**src/rtl/or1200_checker_alarm.sv**
```systemverilog
// or1200_checker_alarm: filters checker faults, latches sticky causes and runs the recovery handshake
module or1200_checker_alarm #(
  parameter int unsigned GRACE_CYCLES = 2
) (
  input  logic       clk,
  input  logic       rst,
  input  logic       enable,
  input  logic       sr_ok,
  input  logic       pipeline_ok,
  input  logic       mmus_ok,
  input  logic [2:0] secure_supv,
  input  logic       except_started,
  input  logic       recover_ack,
  input  logic       clear,
  output logic       alarm,
  output logic       recover_req,
  output logic [3:0] cause,
  output logic       supv_dec,
  output logic [7:0] viol_count,
  output logic [1:0] state
);
  typedef enum logic [1:0] {
    IDLE    = 2'd0,
    SUSPECT = 2'd1,
    ALARM   = 2'd2,
    RECOVER = 2'd3
  } state_t;
  localparam logic [3:0] GRACE = 4'(GRACE_CYCLES);
  state_t     state_q, state_d;
  logic [3:0] grace_cnt_q, grace_cnt_d;
  logic [3:0] pend_q, pend_d;
  logic [3:0] cause_q, cause_d;
  logic [7:0] viol_count_q, viol_count_d;
  logic       supv_dec_q, supv_dec_d;
  logic       exc_prev_q, exc_prev_d;
  logic       alarm_q, alarm_d;
  logic       recover_req_q, recover_req_d;
  logic       supv_now, esc, any, from_idle;
  logic [3:0] f;
  // fault qualification, incident FSM and counters; a clear in RECOVER re-evaluates the cycle as IDLE
  always_comb begin
    supv_now = ~^secure_supv;
    esc = enable & supv_now & ~supv_dec_q & ~except_started & ~exc_prev_q;
    f = enable ? {esc, ~mmus_ok, ~pipeline_ok, ~sr_ok} : 4'b0;
    any = |f;
    from_idle = (state_q == IDLE) || (state_q == RECOVER && clear);
    state_d = state_q;
    grace_cnt_d = grace_cnt_q;
    pend_d = pend_q;
    cause_d = cause_q;
    if (from_idle) begin
      state_d = IDLE;
      grace_cnt_d = 4'd0;
      pend_d = 4'd0;
      cause_d = 4'd0;
      if (f[3] || (any && GRACE == 4'd1)) begin
        state_d = ALARM;
        cause_d = f;
      end else if (any) begin
        state_d = SUSPECT;
        grace_cnt_d = 4'd1;
        pend_d = f;
      end
    end else if (state_q == SUSPECT) begin
      if (!any) begin
        state_d = IDLE;
        grace_cnt_d = 4'd0;
        pend_d = 4'd0;
      end else if (f[3] || grace_cnt_q + 4'd1 == GRACE) begin
        state_d = ALARM;
        cause_d = pend_q | f;
        grace_cnt_d = 4'd0;
        pend_d = 4'd0;
      end else begin
        grace_cnt_d = grace_cnt_q + 4'd1;
        pend_d = pend_q | f;
      end
    end else begin
      cause_d = cause_q | f;
      state_d = (state_q == ALARM && recover_ack) ? RECOVER : state_q;
    end
    viol_count_d = viol_count_q + {7'd0, state_d == ALARM && state_q != ALARM && viol_count_q != 8'hff};
    alarm_d = state_d == ALARM || state_d == RECOVER;
    recover_req_d = state_d == ALARM;
    supv_dec_d = supv_now;
    exc_prev_d = except_started;
  end
  // state and output registers
  always_ff @(posedge clk) begin
    if (rst) begin
      state_q <= IDLE;
      grace_cnt_q <= 4'd0;
      pend_q <= 4'd0;
      cause_q <= 4'd0;
      viol_count_q <= 8'd0;
      supv_dec_q <= 1'b1;
      exc_prev_q <= 1'b0;
      alarm_q <= 1'b0;
      recover_req_q <= 1'b0;
    end else begin
      state_q <= state_d;
      grace_cnt_q <= grace_cnt_d;
      pend_q <= pend_d;
      cause_q <= cause_d;
      viol_count_q <= viol_count_d;
      supv_dec_q <= supv_dec_d;
      exc_prev_q <= exc_prev_d;
      alarm_q <= alarm_d;
      recover_req_q <= recover_req_d;
    end
  end
  assign alarm = alarm_q;
  assign recover_req = recover_req_q;
  assign cause = cause_q;
  assign supv_dec = supv_dec_q;
  assign viol_count = viol_count_q;
  assign state = state_q;
endmodule

```
**config.mk**
```make
export PLATFORM = sky130hd
export DESIGN_NAME = or1200_checker_alarm
export DESIGN_NICKNAME = d
export VERILOG_FILES = /design/src/rtl/or1200_checker_alarm.sv
export SDC_FILE = /design/constraint.sdc
export NUM_CORES = 1
export LEC_CHECK = 0
export ABC_CLOCK_PERIOD_IN_PS = 5500
export BUFFER_PORTS_ARGS = -buffer_cell sky130_fd_sc_hd__buf_4
export CAP_MARGIN = 40
export CORE_MARGIN = 2
export CORE_UTILIZATION = 30
export CTS_BUF_LIST = sky130_fd_sc_hd__clkbuf_8
export DETAILED_ROUTE_END_ITERATION = 8
export RECOVER_POWER = 25
export SYNTH_ARGS = -nofsm -noshare
export SYNTH_HDL_FRONTEND = slang
export SYNTH_SLANG_ARGS = --single-unit
export TNS_END_PERCENT = 20
```
**constraint.sdc**
```tcl
create_clock -name clk -period 5.5 [get_ports clk]
set_clock_uncertainty 0.05 [all_clocks]
set_input_delay 0 -clock clk [delete_from_list [all_inputs] [get_ports clk]]
set_output_delay 0 -clock clk [all_outputs]
set_load 0.005 [all_outputs]
```
### Word-level counts from Yosys, hierarchy flattened

Index checks and enable logic that the tools add are counted.

* output and inout bits: 17
* memories: 0
* logic and storage cells: 70
* register bits: 26
* RAM bits: 0
* latch bits: 0
* ROM bits: 0

* multipliers: 0
* reductions and logical operators: 12
* shifts and indexed selects: 0
* order comparisons: 0
* add/sub/neg operators: 2
* div/mod/pow operators: 0
* bitwise operators: 12
* muxes and demuxes: 25
* equal/unequal tests: 10

Operators by type and width (number)
* 4-bit 2-to-1 mux: 14
* 2-bit 2-to-1 mux: 6
* 8-bit by 1-bit adder with 8-bit output: 1
* 2-bit equality test, second input constant: 4
* 8-bit != test, second input constant: 1
* 4-bit OR: 2
* 3-bit 2-to-1 mux: 2
* 1-bit NOT: 6
* 4-bit by 1-bit adder with 4-bit output, second input constant: 1
* 1-bit bitwise AND: 4
* 4-bit by 2-bit equality test with 1-bit output, second input constant: 1
* 1-bit logical AND: 4
* 4-bit OR reduction: 1
* 1-bit logical OR: 3
* 1-bit 2-to-1 mux: 3
* 3-bit by 2-bit != test with 1-bit output, second input constant: 1
* 3-bit != test, second input constant: 1
* 3-bit XNOR reduction: 1
* 2-bit by 1-bit equality test with 1-bit output, second input constant: 1
* 2-bit zero test: 1
* 2-bit != test, second input constant: 1
* 2-bit AND reduction: 1
* 2-bit nonzero test: 1

### Depth between registers and ports, before layout

* word-level depth: 15
* depth in mapped cells: 12
* depth with buffers taken out: 12

### Worst setup path after synthesis

Ideal clock, no wire load.

* path kind: register to register
* start: register grace_cnt_q[0]
* end: register viol_count_q[6], in the netlist viol_count[6]
* library setup time: 0.128 ns
* stages on the path, launching flop included: 12
* setup slack: 3.172 ns
* clock period less this slack: 2.328 ns
* data required time: 5.322 ns
* path buffers: 0
* arrival: 2.151 ns
* path through: dfxtp_1 -> ha_1 -> or2_1 -> o21ai_1 -> a21o_2 -> a2111oi_4 -> nor3_1 -> ha_1 -> ha_1 -> nand3_1 -> xor2_1 -> nor2_1

* longest elaborated chain between the ends: 11

Ends and longest elaborated chain
* start, declared: line 30 `logic [3:0] grace_cnt_q, grace_cnt_d;`
* start signal, assigned: line 102 `grace_cnt_q <= grace_cnt_d;`
* 4-bit by 1-bit adder with 4-bit output: line 69 `end else if (f[3] || grace_cnt_q + 4'd1 == GRACE) begin`
* 4-bit by 2-bit equality test with 1-bit output: line 69
* 1-bit logical OR: line 69
* 2-bit 2-to-1 mux: line 69
* 2-bit 2-to-1 mux: line 65 `if (!any) begin`
* 2-bit 2-to-1 mux: line 64 `end else if (state_q == SUSPECT) begin`
* 2-bit 2-to-1 mux: line 51 `if (from_idle) begin`
* 2-bit equality test: line 82 `viol_count_d = viol_count_q + {7'd0, state_d == ALARM && state_q != ALARM && viol_count_q != 8'hff};`
* 1-bit logical AND (2 in a row): line 82
* 8-bit by 1-bit adder with 8-bit output: line 82
* end signal, assigned: line 105 `viol_count_q <= viol_count_d;`
* end, declared: line 33 `logic [7:0] viol_count_q, viol_count_d;`

No other way between the ends.
A chain may end at the register's enable or synchronous reset.

### Worst setup path in the final report

Ends and elaborated chain as after synthesis.

==> impl_metrics.json <==
{
  "min_path_type": "input port to flip-flop",
  "finalCritPeriodShare_pct": 45.76,
  "fin_area_um2": 1675,
  "rsz0062_at_grt": "no",
  "critical_path_arrival_ns": 2.62,
  "slew_violations": 0,
  "ys_ff_latch": 26,
  "viasPerCell": 5.120,
  "slew_headroom_pct": 68.52,
  "hold_viol": 0,
  "core_um2": 4294,
  "outcome": "finished, final reports clean",
  "synthToLayoutAreaGrowth_pct": 27.16,
  "ctsHtreeMaxLevel": 1,
  "synth_edf_count": 0,
  "fin_cells": 225,
  "yosysSeqAreaShare_pct": 39.51,
  "cts_tree": "yes",
  "final.setup.tns_ns": 0,
  "die-height_um": 70.27,
  "multi_input_area_um2": 778.2,
  "worstPathCellList": "ha_1, or2_1, o21ai_1, a21o_2, a2111oi_4, nor3_1, ha_1, ha_1, nand3_1, xor2_1, nor2_1",
  "cp_top_family": "compound AO/OA/AOI/OAI gates",
  "worstSetupPathType": "flip-flop to flip-flop",
  "synth_top_area_cell": "dfxtp_1",
  "drive_above_1_share_pct": 23.70,
  "synth_area_leaders": "dfxtp_1 40%, ha_1 3.8%, nand3_1 3.0%",
  "synth.avg_cell_area_um2": 9.278,
  "post_cts_buffers": 0,
  "diodes": 0,
  "peakVddDrop_mv": 0.1074,
  "dp_hpwl_mm": 2.301,
  "dp.cells": 218,
  "cts_sinks": 26,
  "start_util_pct": 30.68,
  "netlist.area_leader.share_pct": 39.51,
  "drt-initial-drc-count": 24,
  "nFillCells": 441,
  "setup_violations": 0,
  "ios": 29,
  "synthArstFlopShare_pct": 0,
  "placed_area_um2": 1578,
  "antenna_found_initial": 0,
  "final_util_pct": 39.02,
  "clk_pin_slew_worst_paths_ns": 0.09,
  "antenna_left": 0,
  "port_buffers": 28,
  "min_period_ns": 2.517,
  "grt_pass1_wl_mm": 5.388,
  "clk_latency_ns": 0.26,
  "cp.required_ns": 5.60,
  "cts.repair.resized": 0,
  "clock_path_buffers": 2,
  "fmax_mhz": 397.3,
  "critPathMostFrequentCell": "ha_1",
  "gp_congestion": 0.8197,
  "ys_types": 45,
  "path_max_fanout": 7,
  "critPathCaptureType": "flip-flop",
  "critPathSlowestCell": "dfxtp_1",
  "rows": 24,
  "regArea_um2": 520.5,
  "synth_ff_type": "dfxtp_1",
  "grt_max_degree": 33,
  "drc": 0,
  "cts_buffers": 3,
  "syn-num-nets": 158,
  "start_kind": "flip-flop",
  "root_buffer": "clkbuf_8",
  "worst_slew_pin_slew_ns": 0.4722,
  "synth_cells": 142,
  "die_w_um": 70.27,
  "pwr_density_cell_nw_per_um2": 251.8,
  "grt_pass1_vias": 1203,
  "design.die.area_um2": 4938,
  "final_nets": 190,
  "critical-path-max-stage-delay_ns": 0.43,
  "wl_mm": 2.915,
  "route.detailed.wl_per_inst_um": 12.96,
  "dr_total_vias": 1152,
  "postCtsHoldBufs": 3,
  "crit_buf_inv": 0,
  "overflow": 0,
  "yosys_warnings": 0,
  "cap_violations": 0,
  "drt_pass1_iterations": 3,
  "total_leakage_power_uw": 0.0006804,
  "hold_slack_ns": 0.02801,
  "syn_area_um2": 1318,
  "track_usage_pct": 12.96
}
## worst paths after layout
check                                            startpoint  cells past startpoint  slack (ns)                  endpoint
worst max-delay path            grace_cnt_q[0]$_SDFFE_PP0P_                     11        2.98  viol_count[6]$_SDFF_PP0_
worst min-delay path                                 enable                      3        0.03    pend_q[0]$_SDFFE_PP0P_
worst max register to register  grace_cnt_q[0]$_SDFFE_PP0P_                     11        2.98  viol_count[6]$_SDFF_PP0_
worst min register to register       pend_q[1]$_SDFFE_PP0P_                      1        0.43    pend_q[1]$_SDFFE_PP0P_
## registers in the layout, summed over array words and instances, names as in the netlist
name         flops
viol_count       8
supv_dec         1
exc_prev_q       1
recover_req      1
alarm            1
pend_q           4
cause            4
state            2
grace_cnt_q      4
## through the flow
| step | power, µW | setup slack, ns |
|---|---|---|
| final | 421.8 | 2.983 |
| after global routing | 444.2 | 2.672 |
| after CTS | 428.1 | 2.956 |
| after detailed placement | 271.5 | 2.975 |
| after global placement | 270.5 | 3.072 |
| after floorplan | 248.1 | 3.172 |
## synthesized netlist by cell type (all sizes together), types with 4 or more instances
cell type   n
nand2b      6
clkbuf      4
nor2       10
nor2b       6
nand2       7
a21oi       8
nand3b      4
dfxtp      26
nand3       8
ha          4
o21ai       8
and3        4
## logic make-up (layout without fill, tap and decap cells)
| group | count (synthesis) | after routing | synth area share (%) |
|---|---|---|---|
| AOI/OAI and AO/OA | 40 | 40 | 22.41 |
| adders and majority gates | 4 | 4 | 3.799 |
| buffers and inverters | 5 | 36 | 1.424 |
| and+or+nand+nor | 62 | 62 | 28.49 |
| DFF | 26 | 26 | 39.51 |
| xor gates and xnor gates | 5 | 5 | 4.369 |
## placed cells by master, fill, tap and decap left out, types with 2 or more instances in the layout
master,synthesis,layout
a21o_1,2,2
nor2b_1,6,6
o32ai_1,3,3
nand2b_1,6,6
nand3_1,8,8
dfxtp_1,26,26
nand2_1,6,6
or3_1,3,3
a31oi_1,3,3
dlygate4sd3_1,0,3
o22ai_1,3,3
nor2_1,10,10
nand3b_1,3,3
a21oi_1,6,6
nor3b_1,2,2
ha_1,4,4
and3_1,4,4
buf_4,0,18
a21boi_0,2,2
clkbuf_8,0,3
clkbuf_4,0,9
nor3_1,3,3
o2bb2ai_1,2,2
and2_1,2,2
o21ai_0,4,4
xor2_1,3,3
o21ai_1,3,3
o211ai_1,3,3
a21oi_2,2,2
## worst min-delay path: stages
cell       delay (ns)
buf_4            0.14
nand2b_1         0.09
o2bb2ai_1        0.07
## layer usage
metal,share of wire (%),wire length [µm],vias to the layer above,GRT usage (%)
met5,0,0,-,0
met4,1.1,32,0,3.419
met3,3.9,115,4,2.742
met2,50,1471,19,22.54
met1,44,1295,542,16.16
li1,-,-,587,-
## layout make-up
cell class / instances / share of cell area, %
tap: 52 / 3.883
clock inverter: 1 / 1.792
sequential: 26 / 31.07
clock buffer: 3 / 2.465
multi-input combinational: 111 / 46.45
timing repair buffer: 31 / 14.11
inverter: 1 / 0.2240
## where the power goes
part | internal, µW | switching (µW) | total [µW] | leakage, µW
clock | 97.2 | 56.6 | 154 | 0.0000357
sequential | 194 | 5.69 | 200 | 0.000211
combinational | 32.1 | 35.9 | 68.0 | 0.000434
total | 324 | 98.2 | 422 | 0.000680
Note: power is estimated with default switching activity, not from simulation.
